[src/rtl/lsu_mem_ctrl_if.sv]
// Handshake and memory-port bundle between the MEM-stage pipeline, the LSU and the data memory.
// master = pipeline plus memory side, slave = lsu_mem_ctrl.
interface lsu_mem_ctrl_if #(
  parameter int ADDR_W = 5
);
  logic              req_valid;
  logic              req_ready;
  logic              req_we;
  logic [2:0]        req_funct3;
  logic [31:0]       req_addr;
  logic [31:0]       req_wdata;
  logic              resp_valid;
  logic [31:0]       resp_rdata;
  logic              resp_err;
  logic              mem_r_enable;
  logic              mem_w_enable;
  logic [ADDR_W-1:0] mem_address;
  logic [31:0]       mem_wr_data;
  logic [31:0]       mem_re_data;

  modport master (
    output req_valid, req_we, req_funct3, req_addr, req_wdata, mem_re_data,
    input  req_ready, resp_valid, resp_rdata, resp_err,
    input  mem_r_enable, mem_w_enable, mem_address, mem_wr_data
  );

  modport slave (
    input  req_valid, req_we, req_funct3, req_addr, req_wdata, mem_re_data,
    output req_ready, resp_valid, resp_rdata, resp_err,
    output mem_r_enable, mem_w_enable, mem_address, mem_wr_data
  );
endinterface

[src/rtl/lsu_mem_ctrl.sv]
// RV32I MEM-stage load/store controller for a word-wide synchronous-read memory; sub-word stores use read-modify-write.
// Optional macro LSU_RANGE_CHK_EN: addresses beyond the memory flag resp_err instead of aliasing.
module lsu_mem_ctrl #(
  parameter int ADDR_W = 5
) (
  input  logic          clk,
  input  logic          rst_n,
  lsu_mem_ctrl_if.slave bus
);

  typedef enum logic [1:0] {
    IDLE    = 2'd0,
    LD_WAIT = 2'd1,
    RMW_WR  = 2'd2
  } state_t;

  state_t            state_r;
  logic [2:0]        funct3_r;
  logic [1:0]        offset_r;
  logic [ADDR_W-1:0] addr_r;
  logic [15:0]       wdata_r;
  logic              resp_valid_r;
  logic              resp_err_r;
  logic [31:0]       resp_rdata_r;

  logic              accept_s;
  logic              err_s;
  logic              sub_store_s;
  logic              mem_r_enable_s;
  logic              mem_w_enable_s;
  logic [ADDR_W-1:0] mem_address_s;
  logic [31:0]       mem_wr_data_s;

  function automatic logic req_illegal(input logic we, input logic [2:0] f3, input logic [31:0] addr);
    logic bad;
    case (f3)
      3'b000:         bad = 1'b0;
      3'b001:         bad = addr[0];
      3'b010:         bad = addr[1] | addr[0];
      3'b100, 3'b101: bad = we | (f3[0] & addr[0]);
      default:        bad = 1'b1;
    endcase
`ifdef LSU_RANGE_CHK_EN
    bad = bad | (addr[31:ADDR_W+2] != {(30-ADDR_W){1'b0}});
`endif
    return bad;
  endfunction

  function automatic logic [31:0] load_format(input logic [31:0] word, input logic [2:0] f3, input logic [1:0] off);
    logic [7:0]  b;
    logic [15:0] h;
    logic [31:0] r;
    case (off)
      2'd0:    b = word[7:0];
      2'd1:    b = word[15:8];
      2'd2:    b = word[23:16];
      2'd3:    b = word[31:24];
      default: b = word[7:0];
    endcase
    h = off[1] ? word[31:16] : word[15:0];
    case (f3)
      3'b000:  r = {{24{b[7]}}, b};
      3'b001:  r = {{16{h[15]}}, h};
      3'b100:  r = {24'd0, b};
      3'b101:  r = {16'd0, h};
      default: r = word;
    endcase
    return r;
  endfunction

  function automatic logic [31:0] rmw_merge(input logic [31:0] old, input logic [15:0] wd,
                                            input logic half, input logic [1:0] off);
    logic [31:0] r;
    r = old;
    if (half) begin
      if (off[1]) r[31:16] = wd;
      else        r[15:0]  = wd;
    end else begin
      case (off)
        2'd0:    r[7:0]   = wd[7:0];
        2'd1:    r[15:8]  = wd[7:0];
        2'd2:    r[23:16] = wd[7:0];
        2'd3:    r[31:24] = wd[7:0];
        default: r[7:0]   = wd[7:0];
      endcase
    end
    return r;
  endfunction

  // Request decode and memory-port drive; rst_n gating keeps the memory quiet during reset.
  always_comb begin
    accept_s       = bus.req_valid & (state_r == IDLE) & rst_n;
    err_s          = req_illegal(bus.req_we, bus.req_funct3, bus.req_addr);
    sub_store_s    = bus.req_we & (bus.req_funct3 != 3'b010);
    mem_r_enable_s = 1'b0;
    mem_w_enable_s = 1'b0;
    mem_address_s  = {ADDR_W{1'b0}};
    mem_wr_data_s  = 32'd0;
    if (state_r == RMW_WR) begin
      mem_w_enable_s = 1'b1;
      mem_address_s  = addr_r;
      mem_wr_data_s  = rmw_merge(bus.mem_re_data, wdata_r, funct3_r[0], offset_r);
    end else if (accept_s && !err_s) begin
      mem_address_s = bus.req_addr[ADDR_W+1:2];
      if (bus.req_we && !sub_store_s) begin
        mem_w_enable_s = 1'b1;
        mem_wr_data_s  = bus.req_wdata;
      end else begin
        mem_r_enable_s = 1'b1;
      end
    end else begin
      mem_r_enable_s = 1'b0;
    end
  end

  // Control FSM with registered response outputs.
  always_ff @(posedge clk or negedge rst_n) begin
    if (!rst_n) begin
      state_r      <= IDLE;
      funct3_r     <= 3'd0;
      offset_r     <= 2'd0;
      addr_r       <= {ADDR_W{1'b0}};
      wdata_r      <= 16'd0;
      resp_valid_r <= 1'b0;
      resp_err_r   <= 1'b0;
      resp_rdata_r <= 32'd0;
    end else begin
      resp_valid_r <= 1'b0;
      resp_err_r   <= 1'b0;
      case (state_r)
        IDLE: begin
          if (accept_s) begin
            if (err_s) begin
              resp_valid_r <= 1'b1;
              resp_err_r   <= 1'b1;
            end else if (!bus.req_we) begin
              funct3_r <= bus.req_funct3;
              offset_r <= bus.req_addr[1:0];
              state_r  <= LD_WAIT;
            end else if (sub_store_s) begin
              funct3_r <= bus.req_funct3;
              offset_r <= bus.req_addr[1:0];
              addr_r   <= bus.req_addr[ADDR_W+1:2];
              wdata_r  <= bus.req_wdata[15:0];
              state_r  <= RMW_WR;
            end else begin
              resp_valid_r <= 1'b1;
            end
          end
        end
        LD_WAIT: begin
          resp_valid_r <= 1'b1;
          resp_rdata_r <= load_format(bus.mem_re_data, funct3_r, offset_r);
          state_r      <= IDLE;
        end
        RMW_WR: begin
          resp_valid_r <= 1'b1;
          state_r      <= IDLE;
        end
        default: state_r <= IDLE;
      endcase
    end
  end

  assign bus.req_ready    = (state_r == IDLE);
  assign bus.resp_valid   = resp_valid_r;
  assign bus.resp_err     = resp_err_r;
  assign bus.resp_rdata   = resp_rdata_r;
  assign bus.mem_r_enable = mem_r_enable_s;
  assign bus.mem_w_enable = mem_w_enable_s;
  assign bus.mem_address  = mem_address_s;
  assign bus.mem_wr_data  = mem_wr_data_s;

endmodule
[src/flat_wrapper.sv]
// flat-port wrapper written by rule: the top's interface ports become plain ports
module lsu_mem_ctrl_flat 
#(
  parameter int ADDR_W = 5
)
  (clk, rst_n, bus_req_valid, bus_req_we, bus_req_funct3, bus_req_addr, bus_req_wdata, bus_mem_re_data, bus_req_ready, bus_resp_valid, bus_resp_rdata, bus_resp_err, bus_mem_r_enable, bus_mem_w_enable, bus_mem_address, bus_mem_wr_data);
  lsu_mem_ctrl_if #(.ADDR_W(ADDR_W)) bus_i ();
  input  logic clk;
  input  logic rst_n;
  input wire logic [$bits(bus_i.req_valid)-1:0] bus_req_valid;
  input wire logic [$bits(bus_i.req_we)-1:0] bus_req_we;
  input wire logic [$bits(bus_i.req_funct3)-1:0] bus_req_funct3;
  input wire logic [$bits(bus_i.req_addr)-1:0] bus_req_addr;
  input wire logic [$bits(bus_i.req_wdata)-1:0] bus_req_wdata;
  input wire logic [$bits(bus_i.mem_re_data)-1:0] bus_mem_re_data;
  output wire logic [$bits(bus_i.req_ready)-1:0] bus_req_ready;
  output wire logic [$bits(bus_i.resp_valid)-1:0] bus_resp_valid;
  output wire logic [$bits(bus_i.resp_rdata)-1:0] bus_resp_rdata;
  output wire logic [$bits(bus_i.resp_err)-1:0] bus_resp_err;
  output wire logic [$bits(bus_i.mem_r_enable)-1:0] bus_mem_r_enable;
  output wire logic [$bits(bus_i.mem_w_enable)-1:0] bus_mem_w_enable;
  output wire logic [$bits(bus_i.mem_address)-1:0] bus_mem_address;
  output wire logic [$bits(bus_i.mem_wr_data)-1:0] bus_mem_wr_data;
  assign bus_i.req_valid = bus_req_valid;
  assign bus_i.req_we = bus_req_we;
  assign bus_i.req_funct3 = bus_req_funct3;
  assign bus_i.req_addr = bus_req_addr;
  assign bus_i.req_wdata = bus_req_wdata;
  assign bus_i.mem_re_data = bus_mem_re_data;
  assign bus_req_ready = bus_i.req_ready;
  assign bus_resp_valid = bus_i.resp_valid;
  assign bus_resp_rdata = bus_i.resp_rdata;
  assign bus_resp_err = bus_i.resp_err;
  assign bus_mem_r_enable = bus_i.mem_r_enable;
  assign bus_mem_w_enable = bus_i.mem_w_enable;
  assign bus_mem_address = bus_i.mem_address;
  assign bus_mem_wr_data = bus_i.mem_wr_data;
  lsu_mem_ctrl #(.ADDR_W(ADDR_W)) u_core (.clk(clk), .rst_n(rst_n), .bus(bus_i));
endmodule
[config.mk]
export PLATFORM = sky130hd
export DESIGN_NAME = lsu_mem_ctrl_flat
export DESIGN_NICKNAME = d
export VERILOG_FILES = /design/src/rtl/lsu_mem_ctrl_if.sv /design/src/rtl/lsu_mem_ctrl.sv /design/src/flat_wrapper.sv
export SDC_FILE = /design/constraint.sdc
export NUM_CORES = 1
export LEC_CHECK = 0
export ABC_AREA = 1
export BUFFER_PORTS_ARGS = -buffer_cell sky130_fd_sc_hd__buf_2
export CAP_MARGIN = 0
export CORE_MARGIN = 1
export CORE_UTILIZATION = 45
export CTS_CLUSTER_DIAMETER = 120
export DETAILED_ROUTE_END_ITERATION = 6
export PLACE_DENSITY = 0.77
export SYNTH_ARGS = -nofsm -noshare
export SYNTH_HDL_FRONTEND = slang
export SYNTH_SLANG_ARGS = --single-unit
export TNS_END_PERCENT = 100
[constraint.sdc]
create_clock -name clk -period 1.4 [get_ports clk]
set_input_delay 0.21 -clock clk [delete_from_list [all_inputs] [get_ports clk]]
set_output_delay 0.21 -clock clk [all_outputs]
set_load 0.02 [all_outputs]
**Word level (Yosys, flattened, before mapping)**

Cells that the tools add are included.
W data, S select, Z words.

- Bits in registers: 62
- Input bits: 103
- Output and inout port bits: 74
- Word-level logic and storage cells: 84

- Eq/ne operators: 17
- Multiplexer cells: 39
- Bitwise logic cells: 7
- Reductions and logical operators: 13

Operators with widths:

| operator | count |
|---|---|
| $mux W32 | 4 |
| $pmux W32 S4 | 1 |
| $mux W16 | 3 |
| $mux W8 | 4 |
| $pmux W8 S4 | 1 |
| $mux W2 | 7 |
| $mux W1 | 13 |
| $eq A3 B3 Y1 const B | 4 |
| $mux W5 | 2 |
| $eq A2 B2 Y1 const B | 3 |
| $eq A3 B1 Y1 const B | 2 |
| $logic_not A3 Y1 | 2 |
| $mux W3 | 2 |
| $ne A3 B2 Y1 const B | 2 |
| $reduce_and A5 Y1 | 1 |
| $and A1 B1 Y1 | 4 |
| $eq A2 B1 Y1 const B | 2 |
| $logic_not A2 Y1 | 2 |
| $ne A2 B1 Y1 const B | 2 |
| $pmux W1 S4 | 1 |
| $reduce_and A4 Y1 | 1 |
| $reduce_or A2 Y1 | 2 |
| $eq A3 B2 Y1 const B | 1 |
| $reduce_and A3 Y1 | 1 |
| 6 further kinds | 9 |

**Depth between registers and ports, before layout**

Gate-level depths: netlist (run 1).

- Depth in word-level cells: 7
- Gate-level depth with buffers: 9
- Gate-level depth less buffers: 8

**Worst setup path after synthesis (run 1)**

Ideal clock, no wire load.

- Path type: register to output
- Start point: reg u_core.state_r[0]
- End point: out bus_mem_wr_data[23]
- Arrival: 1933 ps
- Path slack: -743 ps
- Stages on the path, launching flop included: 8
- Path buffers: 1
- Cell sequence: dfrtp_1 -> inv_1 -> ha_1 -> nand3_1 -> nor2_1 -> nand2_1 -> clkbuf_2 -> o21ai_0

- Longest elaborated chain between the ends: 6

Ends and longest elaborated chain:

| item | RTL line | RTL |
|---|---|---|
| from (decl) | lsu_mem_ctrl.sv:17 | `state_t state_r;` |
| from (signal assigned) | lsu_mem_ctrl.sv:119 | `state_r <= IDLE;` |
| from (signal assigned) | lsu_mem_ctrl.sv:139 | `state_r <= LD_WAIT;` |
| from (signal assigned) | lsu_mem_ctrl.sv:145 | `state_r <= RMW_WR;` |
| $logic_not A2 Y1 | - |  |
| via bus_req_ready | flat_wrapper.sv:16 | `output wire logic [$bits(bus_i.req_ready)-1:0] bus_req_ready;` |
| $and A1 B1 Y1 (2 in series) | lsu_mem_ctrl.sv:92 | `accept_s = bus.req_valid & (state_r == IDLE) & rst_n;` |
| $logic_and A1 B1 Y1 | lsu_mem_ctrl.sv:103 | `end else if (accept_s && !err_s) begin` |
| $mux W32 | lsu_mem_ctrl.sv:103 |  |
| $mux W32 | lsu_mem_ctrl.sv:99 | `if (state_r == RMW_WR) begin` |
| to (decl) | flat_wrapper.sv:23 | `output wire logic [$bits(bus_i.mem_wr_data)-1:0] bus_mem_wr_data;` |

The timed path passes the listed nets, and every way through them passes these cells.

**Worst setup path in the final report (run 1)**

- Start point: reg u_core.state_r[0]
- End point: out bus_mem_wr_data[4]

- Longest elaborated chain between the ends: 6

Ends and longest elaborated chain:

| item | RTL line |
|---|---|
| $logic_not A2 Y1 | lsu_mem_ctrl.sv:92 |
| $and A1 B1 Y1 (2 in series) | lsu_mem_ctrl.sv:92 |
| $logic_and A1 B1 Y1 | lsu_mem_ctrl.sv:103 |
| $mux W32 | lsu_mem_ctrl.sv:103 |
| $mux W32 * | lsu_mem_ctrl.sv:99 |

Every way passes the cells marked *; elsewhere a longest branch is shown, timed or not.

==> impl_metrics.yaml, run 1 <==
critical_path:
  r2r-start: "u_core.state_r[0]$_DFFE_PN0P_"
  cp_max_fo: 14
  endpoint_kind: "output pin"
  critical_path.startpoint: "u_core.state_r[0]$_DFFE_PN0P_"
  cp_cell_sequence: "inv_2 > ha_1 > inv_4 > buf_6 > a31oi_1 > o211ai_1 > o21ai_4 > buf_4"
  worstSetupPathType: "reg -> out"
  rrSetupSlack_ns: -0.29
  cpPeakStageDelay_ns: 0.40
  start_kind: "flop"
  critPathRequiredTime_ns: 1.19
  reg2regPathDepth: 12
  slowest_stage: "dfrtp_1"
  r2r-end: "u_core.wdata_r[3]$_DFFE_PN0P_"
  critical_path_arrival_ns: 1.90
sta:
  slew_headroom_pct: 45.8
  skew_ns: 0.0169
  period_needed_ns: 2.11
  hold_viol_final: 0
  report.final.slew_viol_count: 0
  tightestPinTransition_ns: 0.814
  rsz0062_at_grt: "true"
  setup_slack_ns: -0.711
  finalCritPeriodShare_pct: 151
  max_freq_ghz: 0.474
  setup_violations: 100
cells_and_area:
  layout.nets: 1060
  seqCellArea_mm2: 0.00155
  n_antenna_cell: 0
  drive_gt1_share_pct: 47.2
  multi_input_area_mm2: 0.00347
  nFillCells: 666
  final_core_util_pct: 79.0
  syn_to_final_growth_pct: 68.3
clock_tree:
  clkTransAtPathRegs_ns: 0.08
  clkLatencyLatePin_ns: 0.35
  clock_sink_count: 62
  cts_tree: "built"
  htreeDepth: 3
  clockRootBuffer: "clkbuf_8"
  cts_buffers: 9
  clk_path_buf_depth: 2
min_path:
  worstHoldStart: "bus_req_wdata[7]"
  hold_class: "in -> reg"
  whs_endpoint: "u_core.wdata_r[7]$_DFFE_PN0P_"
  whs_path_depth: 3
routing:
  routedWlPerCell_um: 18.4
  vias_per_cell: 5.80
  dr.pass1.iters: 6
  via_count: 6318
  ant_nets: 0
  drc: 0
  drt_iter0_drc: 587
  wl_mm: 20.1
yosys:
  ys_ff_latch: 62
  synth_cell_types: 28
  synth_top_cell_by_area: "dfrtp_1"
  yosys.area.top_type_share_pct: 33.5
  seq_area_frac_synth_pct: 33.5
  synth_area_leaders: "dfrtp_1 (34%), nand2_1 (21%), nand3_1 (7.1%)"
  synth_ff_type: "dfrtp_1"
  synthCells: 721
  syn_area_mm2: 0.00463
  synth_edf_count: 0
  async_reset_ff_share_pct: 100
  postSynthAreaPerCell_um2: 6.42
  syn-num-nets: 828
  synth_warnings: 0
global_routing:
  gr-usage-all-layers_pct: 36.1
  grt_max_degree: 63
  overflow: 0
  grt_pass1_vias: 5776
  antenna_found_initial: 0
  grt_pass1_wl_mm: 29.1
floorplan:
  floorplan.initialDensity_pct: 46.9
  rows: 36
  die_area_mm2: 0.0107
  fp.dieH_um: 103
  die_w_um: 103
  ios: 177
  core_area_mm2: 0.00986
flow_run:
  max_cap_viol_count: 0
placed_design:
  hpwl_mm: 13.3
  port_buffers: 151
  gp_congestion: 0.970
outcome:
  violations: "negative setup slack"
  status: "finished with violations"
power_and_ir_drop:
  power.leakage_nw: 3.93
  ir_drop_uv: 1300
  power_mw: 18.1
  power_density_mw_per_mm2: 2330
## state kept, by name, summed over array words and instances, names as in the netlist
signal	flops
u_core.bus.resp_rdata	32
u_core.funct3_r	3
u_core.offset_r	2
u_core.bus.resp_valid	1
u_core.wdata_r	16
u_core.addr_r	5
u_core.bus.resp_err	1
u_core.state_r	2
## what timing repair did
action | CTS | global route
pin swaps | 12 | 23
setup buffers | 11 | 11
hold buffers | 0 | 0
gates resized for setup | 107 | 103
gates cloned | 3 | 3
hold endpoints to repair | 0 | 0
setup endpoints to repair | 100 | 102
## placed cells by master (no fill, tap or decap), drive strengths merged
master,synthesis,routed
o22ai,7,7
buf,31,268
nand4,7,7
clkinv,1,2
dfrtp,62,62
bufinv,0,3
nor2,16,16
bufbuf,0,1
nand2,257,257
o211ai,30,30
inv,62,61
nand3,66,66
a31oi,7,7
clkbuf,18,13
ha,4,4
o21ai,70,70
a21oi,65,65
o2111ai,1,1
or2,16,16
nor3,1,1
## cell families (layout without fill, tap and decap cells)
group	after synthesis	in the layout	share of synthesized area [%]
buffers and inverters	112	348	10.6
adders and majority gates	4	4	1.08
and+or+nand+nor	363	363	33.3
DFF	62	62	33.5
AOI/OAI and AO/OA	180	180	21.5
## metal layers
metal / part of all wire, % / track usage (%) / vias to the layer above
met5: 0 / 0 / -
met4: 3.8 / 13.9 / 0
met3: 9.5 / 5.38 / 75
li1: - / - / 2847
met1: 39 / 47.1 / 2949
met2: 48 / 60.4 / 447
## layout make-up
cell class	instances	area share (%)
Multi-Input combinational cell	547	44.5
Sequential cell	62	19.9
Timing Repair Buffer	270	27.0
Tap cell	133	2.14
Inverter	63	3.16
Clock inverter	3	1.16
Clock buffer	12	2.12
## stage by stage
step	TNS, ns	std cells	worst slack [ns]	hold slack, ns	instance area (um2)
6_report	-35.30	1090	-0.711	0.106	7790
5_1_grt	-41.67	1090	-0.724	0.108	7790
4_1_cts	-36.86	1083	-0.657	0.0985	7380
3_5_place_dp	-23.12	1056	-0.408	0.455	6610
3_3_place_gp	-20.60	1056	-0.415	0.452	6610
2_1_floorplan	-6.68	721	-0.200	-0.0856	5150
## worst max-delay path by stage
stage | endpoint | slack [ns]
3_3_place_gp | bus_mem_wr_data[11] | -0.41
4_1_cts | bus_mem_wr_data[9] | -0.66
3_5_place_dp | bus_mem_wr_data[11] | -0.41
5_1_grt | bus_mem_wr_data[4] | -0.72
6_report | bus_mem_wr_data[4] | -0.71
2_1_floorplan | bus_mem_wr_data[22] | -0.20
## critical path, delay by kind of cell, from the launching register on
family                     cells  cell delay [ns]
AOI/OAI and AO/OA              3             0.45
adders and majority gates      1             0.24
buffers and inverters          4             0.48
DFF                            1             0.40
## cells in the mapped netlist (5+ instances only)
cell type,number
nor2_1,13
nand4_1,5
inv_2,6
or2_2,16
clkbuf_1,17
o211ai_1,30
o21ai_1,8
a31oi_1,7
buf_1,5
a21oi_1,65
buf_2,15
nand3_1,66
dfrtp_1,62
o21ai_0,62
inv_1,56
buf_4,9
nand2_1,254
o22ai_1,7
## power by group
| part | switching, mW | internal [mW] | leakage, nW |
|---|---|---|---|
| clock | 0.776 | 1.32 | 0.129 |
| combinational | 7.41 | 5.37 | 3.05 |
| sequential | 0.606 | 2.65 | 0.758 |
No activity file was read; power rests on OpenSTA's default activity.
==> inputs of run 2 (changes only) <==
CELL_PAD_IN_SITES_DETAIL_PLACEMENT = 0   (was not set)
CELL_PAD_IN_SITES_GLOBAL_PLACEMENT = 1   (was not set)
CORE_UTILIZATION = 31   (was 45)
CTS_BUF_LIST = sky130_fd_sc_hd__clkbuf_2 sky130_fd_sc_hd__clkbuf_4 sky130_fd_sc_hd__clkbuf_8   (was not set)
PLACE_DENSITY = not set   (was 0.77)
PLACE_DENSITY_LB_ADDON = 0.1   (was not set)
clock period = 1.8 ns   (was 1.4 ns; I/O delays follow)
==> impl_metrics.yaml, run 2 (synthesis results as in run 1) <==
outcome:
  status: "finished with violations"
  violations: "negative setup slack"
power_and_ir_drop:
  power.leakage_nw: 3.57
  power_density_mw_per_mm2: 1770
  ir_drop_uv: 706
  power_mw: 12.4
cells_and_area:
  syn_to_final_growth_pct: 50.9
  nFillCells: 1539
  final_cell_mix: "nand2_1 (249), buf_2 (111), a21oi_1 (65)"
  layout.nets: 1003
  n_antenna_cell: 0
  fin_area_mm2: 0.00699
  largest_reg_flops: 32
  final_core_util_pct: 48.1
  drive_gt1_share_pct: 34.3
  final_common_cell: "nand2_1"
  layoutNonFillerInstCount: 1085
sta:
  report.final.slew_viol_count: 0
  whs_ns: 0.0942
  max_freq_ghz: 0.459
  period_needed_ns: 2.18
  skew_ns: 0.0201
  rsz0062_at_grt: "true"
  finalSetupTns_ns: -13.22
  setup_slack_ns: -0.378
  hold_viol_final: 0
  finalCritPeriodShare_pct: 121
  setup_violations: 39
  tightestPinTransition_ns: 0.405
  slew_headroom_pct: 72.8
clock_tree:
  clkTransAtPathRegs_ns: 0.09
  clk_path_buf_depth: 2
  cts_buffers: 9
  clkLatencyLatePin_ns: 0.37
  cts_tree: "built"
  clock_sink_count: 62
  clockRootBuffer: "clkbuf_8"
  cts_hold_buf: 0
  htreeDepth: 3
routing:
  dr.pass1.iters: 5
  routedWlPerCell_um: 17.4
  drt_iter0_drc: 463
  wl_mm: 18.8
  vias_per_cell: 5.16
  drc: 0
  ant_nets: 0
  via_count: 5604
critical_path:
  rrSetupSlack_ns: 0.04
  critPathRequiredTime_ns: 1.53
  start_kind: "flop"
  r2r-end: "u_core.wdata_r[7]$_DFFE_PN0P_"
  worstSetupPathType: "reg -> out"
  r2r-start: "u_core.state_r[0]$_DFFE_PN0P_"
  endpoint_kind: "output pin"
  cp_max_fo: 3
  critical_path_arrival_ns: 1.91
  reg2regPathDepth: 11
global_routing:
  grt_pass1_vias: 5294
  gr-usage-all-layers_pct: 24.7
  antenna_found_initial: 0
  grt_max_degree: 63
  grt_pass1_wl_mm: 29.6
  overflow: 0
floorplan:
  floorplan.initialDensity_pct: 31.9
  rows: 44
  fp.dieH_um: 124
  core_area_mm2: 0.0145
  ios: 177
  die_w_um: 124
  die_area_mm2: 0.0154
flow_run:
  max_cap_viol_count: 0
placed_design:
  placed_area_mm2: 0.00618
  hpwl_mm: 13.7
  gp_congestion: 0.862
  port_buffers: 151
  placed_cells: 1056
  place_ws_ns: -0.0230
min_path:
  hold_class: "in -> async"
-- run 2: changes by cell type in the layout (fill, tap and decap cells not counted), sizes merged --
cell / previous run / this run
buf: 268 / 211
clkbuf: 13 / 10
clkinv: 2 / 4
bufbuf: 1 / 0
bufinv: 3 / 4
inv: 61 / 62
nor2: 16 / 17
-- run 2: area by class of cell --
type / instances / area (um2) / share of cell area, %
flip-flops and latches: 62 / 1550 / 22.2
clock inverters: 7 / 146 / 2.10
clock buffers: 9 / 124 / 1.77
repair buffers: 212 / 1650 / 23.6
inverters: 63 / 241 / 3.46
multi-input cells: 548 / 3040 / 43.5
well taps: 184 / 230 / 3.30
-- run 2: power by group --
part	internal, mW	leakage [nW]	switching [mW]	total (mW)
Combinational	3.20	2.68	4.94	8.14
Sequential	2.06	0.759	0.463	2.52
Clock	1.07	0.134	0.641	1.71
-- run 2: routing by layer --
metal  routed length [um]  global-route usage [%]
met1                 8600                    34.0
met2                 8430                    37.8
met3                 1380                    4.96
met4                  421                    9.07
met5                    0                       0
-- run 2: worst max path at each step --
stage | from | cells past startpoint | slack, ns | endpoint
finish | u_core.state_r[0]$_DFFE_PN0P_ | 10 | -0.38 | bus_mem_r_enable
CTS | u_core.state_r[0]$_DFFE_PN0P_ | 9 | -0.40 | bus_mem_wr_data[10]
global route | u_core.state_r[0]$_DFFE_PN0P_ | 9 | -0.46 | bus_mem_wr_data[19]
global placement | u_core.offset_r[1]$_DFFE_PN0P_ | 6 | -0.03 | bus_mem_wr_data[6]
floorplan | u_core.state_r[0]$_DFFE_PN0P_ | 7 | 0.01 | bus_mem_wr_data[10]
detailed placement | u_core.state_r[0]$_DFFE_PN0P_ | 9 | -0.02 | bus_mem_wr_data[10]
-- run 2: critical path, cell delays in order (launching register included) --
cell,delay [ns]
dfrtp_1,0.40
inv_2,0.07
buf_6,0.09
ha_4,0.13
nand3_4,0.07
buf_4,0.15
buf_6,0.12
inv_4,0.05
nand4_1,0.14
nor2_2,0.16
buf_6,0.13
-- run 2: repair_timing --
action	CTS	global route
cloned	3	1
gates resized for setup	98	19
setup buffers	8	4
setup endpoints to repair	39	66
pin swaps	4	8
==> inputs of run 3 (changes only) <==
PLACE_DENSITY_LB_ADDON = 0.3   (was 0.1)
==> impl_metrics.yaml, run 3 (synthesis results as in run 1) <==
outcome:
  status: "finished with violations"
  violations: "negative setup slack"
floorplan:
  die_area_mm2: 0.0154
  die_w_um: 124
  floorplan.initialDensity_pct: 31.9
  rows: 44
  core_area_mm2: 0.0145
  ios: 177
  fp.dieH_um: 124
critical_path:
  r2r-end: "u_core.wdata_r[8]$_DFFE_PN0P_"
  crit_end: "bus_mem_wr_data[22]"
  start_kind: "flop"
  worstSetupPathType: "reg -> out"
  slowest_stage: "dfrtp_1"
  critical_path.startpoint: "u_core.state_r[1]$_DFFE_PN0P_"
  endpoint_kind: "output pin"
  r2r-start: "u_core.state_r[1]$_DFFE_PN0P_"
  cpPeakStageDelay_ns: 0.45
  critical_path_arrival_ns: 1.89
  reg2regPathDepth: 9
  cp_cell_sequence: "inv_2 > ha_4 > nand3_4 > nor2_4 > nand2_4 > clkbuf_16 > o21ai_4 > buf_6"
  cp_max_fo: 7
  rrSetupSlack_ns: 0.06
  critPathRequiredTime_ns: 1.53
cells_and_area:
  final_cell_mix: "nand2_1 (244), buf_2 (112), a21oi_1 (63)"
  fin_area_mm2: 0.00690
  n_antenna_cell: 0
  syn_to_final_growth_pct: 49.1
  final_core_util_pct: 47.5
  drive_gt1_share_pct: 35.0
  largest_reg_flops: 32
  layoutNonFillerInstCount: 1080
  final_common_cell: "nand2_1"
  layout.nets: 998
placed_design:
  port_buffers: 151
  placed_cells: 1053
  place_ws_ns: -0.0223
  placed_area_mm2: 0.00614
  hpwl_mm: 13.4
  gp_congestion: 0.902
min_path:
  hold_class: "in -> async"
routing:
  via_count: 5556
  ant_nets: 0
  drt_iter0_drc: 377
  wl_mm: 18.7
  vias_per_cell: 5.14
  drc: 0
  routedWlPerCell_um: 17.4
  dr.pass1.iters: 4
global_routing:
  overflow: 0
  grt_max_degree: 35
  grt_pass1_wl_mm: 29.2
  antenna_found_initial: 1
  gr-usage-all-layers_pct: 24.1
  grt_pass1_vias: 5409
clock_tree:
  clkLatencyLatePin_ns: 0.37
  clkTransAtPathRegs_ns: 0.07
  clockRootBuffer: "clkbuf_8"
  cts_hold_buf: 0
  cts_buffers: 9
  clock_sink_count: 62
  htreeDepth: 3
  clk_path_buf_depth: 2
  cts_tree: "built"
sta:
  rsz0062_at_grt: "true"
  whs_ns: 0.0502
  setup_violations: 39
  max_freq_ghz: 0.464
  hold_viol_final: 0
  slew_headroom_pct: 69.8
  setup_slack_ns: -0.357
  report.final.slew_viol_count: 0
  skew_ns: 0.0159
  tightestPinTransition_ns: 0.453
  finalCritPeriodShare_pct: 120
  period_needed_ns: 2.16
power_and_ir_drop:
  power.leakage_nw: 3.52
  power_density_mw_per_mm2: 1710
  ir_drop_uv: 648
flow_run:
  max_cap_viol_count: 0
[run 3: cell types whose count changed in the layout (fill, tap and decap cells not counted), moves of 3 or more]
cell        delta
buf_4          -5
clkinvlp_4     +3
clkbuf_16      +3
nand2_1        -5
nand2_2        +6
bufinv_16      -4
clkinv_2       +3
clkinv_4       -3
[run 3: how the worst min path moves through the flow]
| stage | endpoint | slack (ns) |
|---|---|---|
| 2_1_floorplan | u_core.addr_r[0]$_DFFE_PN0P_ | -0.03 |
| 3_3_place_gp | u_core.bus.resp_rdata[6]$_DFFE_PN0N_ | 0.45 |
| 3_5_place_dp | u_core.bus.resp_rdata[10]$_DFFE_PN0N_ | 0.45 |
| 4_1_cts | u_core.bus.resp_rdata[0]$_DFFE_PN0N_ | 0.07 |
| 5_1_grt | u_core.bus.resp_rdata[10]$_DFFE_PN0N_ | 0.08 |
| 6_report | u_core.bus.resp_rdata[10]$_DFFE_PN0N_ | 0.05 |
[run 3: cell type report]
type | count | area [um2]
Clock buffer | 10 | 138
Clock inverter | 6 | 37.5
Fill cell | 1473 | 7630
Inverter | 63 | 241
Multi-Input combinational cell | 547 | 3070
Sequential cell | 62 | 1550
Tap cell | 184 | 230
Timing Repair Buffer | 208 | 1630
[run 3: worst max-delay path: cells and delay by family (launching register included)]
family                   cells  cell delay [ns]
AO/OA/AOI/OAI                1             0.13
adder cells (fa/ha/maj)      1             0.15
buffers and inverters        3             0.46
flip-flops                   1             0.45
AND/OR/NAND/NOR              3             0.33
[run 3: power breakdown]
| group | switching (mW) | internal (mW) |
|---|---|---|
| combinational | 4.97 | 3.17 |
| clock | 0.610 | 0.528 |
| sequential | 0.480 | 2.06 |
[run 3: metal layers]
layer | vias up | global-route usage (%) | wire [um]
li1 | 2726 | - | -
met1 | 2606 | 32.9 | 8540
met2 | 199 | 37.2 | 8490
met3 | 23 | 5.52 | 1320
met4 | 2 | 7.94 | 369
met5 | - | 0 | 12
[run 3: metrics by stage]
| stage | TNS (ns) | total power, mW |
|---|---|---|
| final | -12.70 | 11.8 |
| after global routing | -14.95 | 12.8 |
| after CTS | -11.13 | 11.6 |
| after detailed placement | -0.0455 | 9.93 |
| after global placement | -0.0480 | 9.83 |
| after floorplan | 0 | 7.57 |
[run 3: what timing repair did]
| item | 4_1_cts | 5_1_grt |
|---|---|---|
| pin swaps | 5 | 9 |
| gates cloned | 1 | 4 |
| setup buffers | 5 | 2 |
| gates resized for setup | 104 | 23 |
| endpoints found under the setup margin | 39 | 64 |
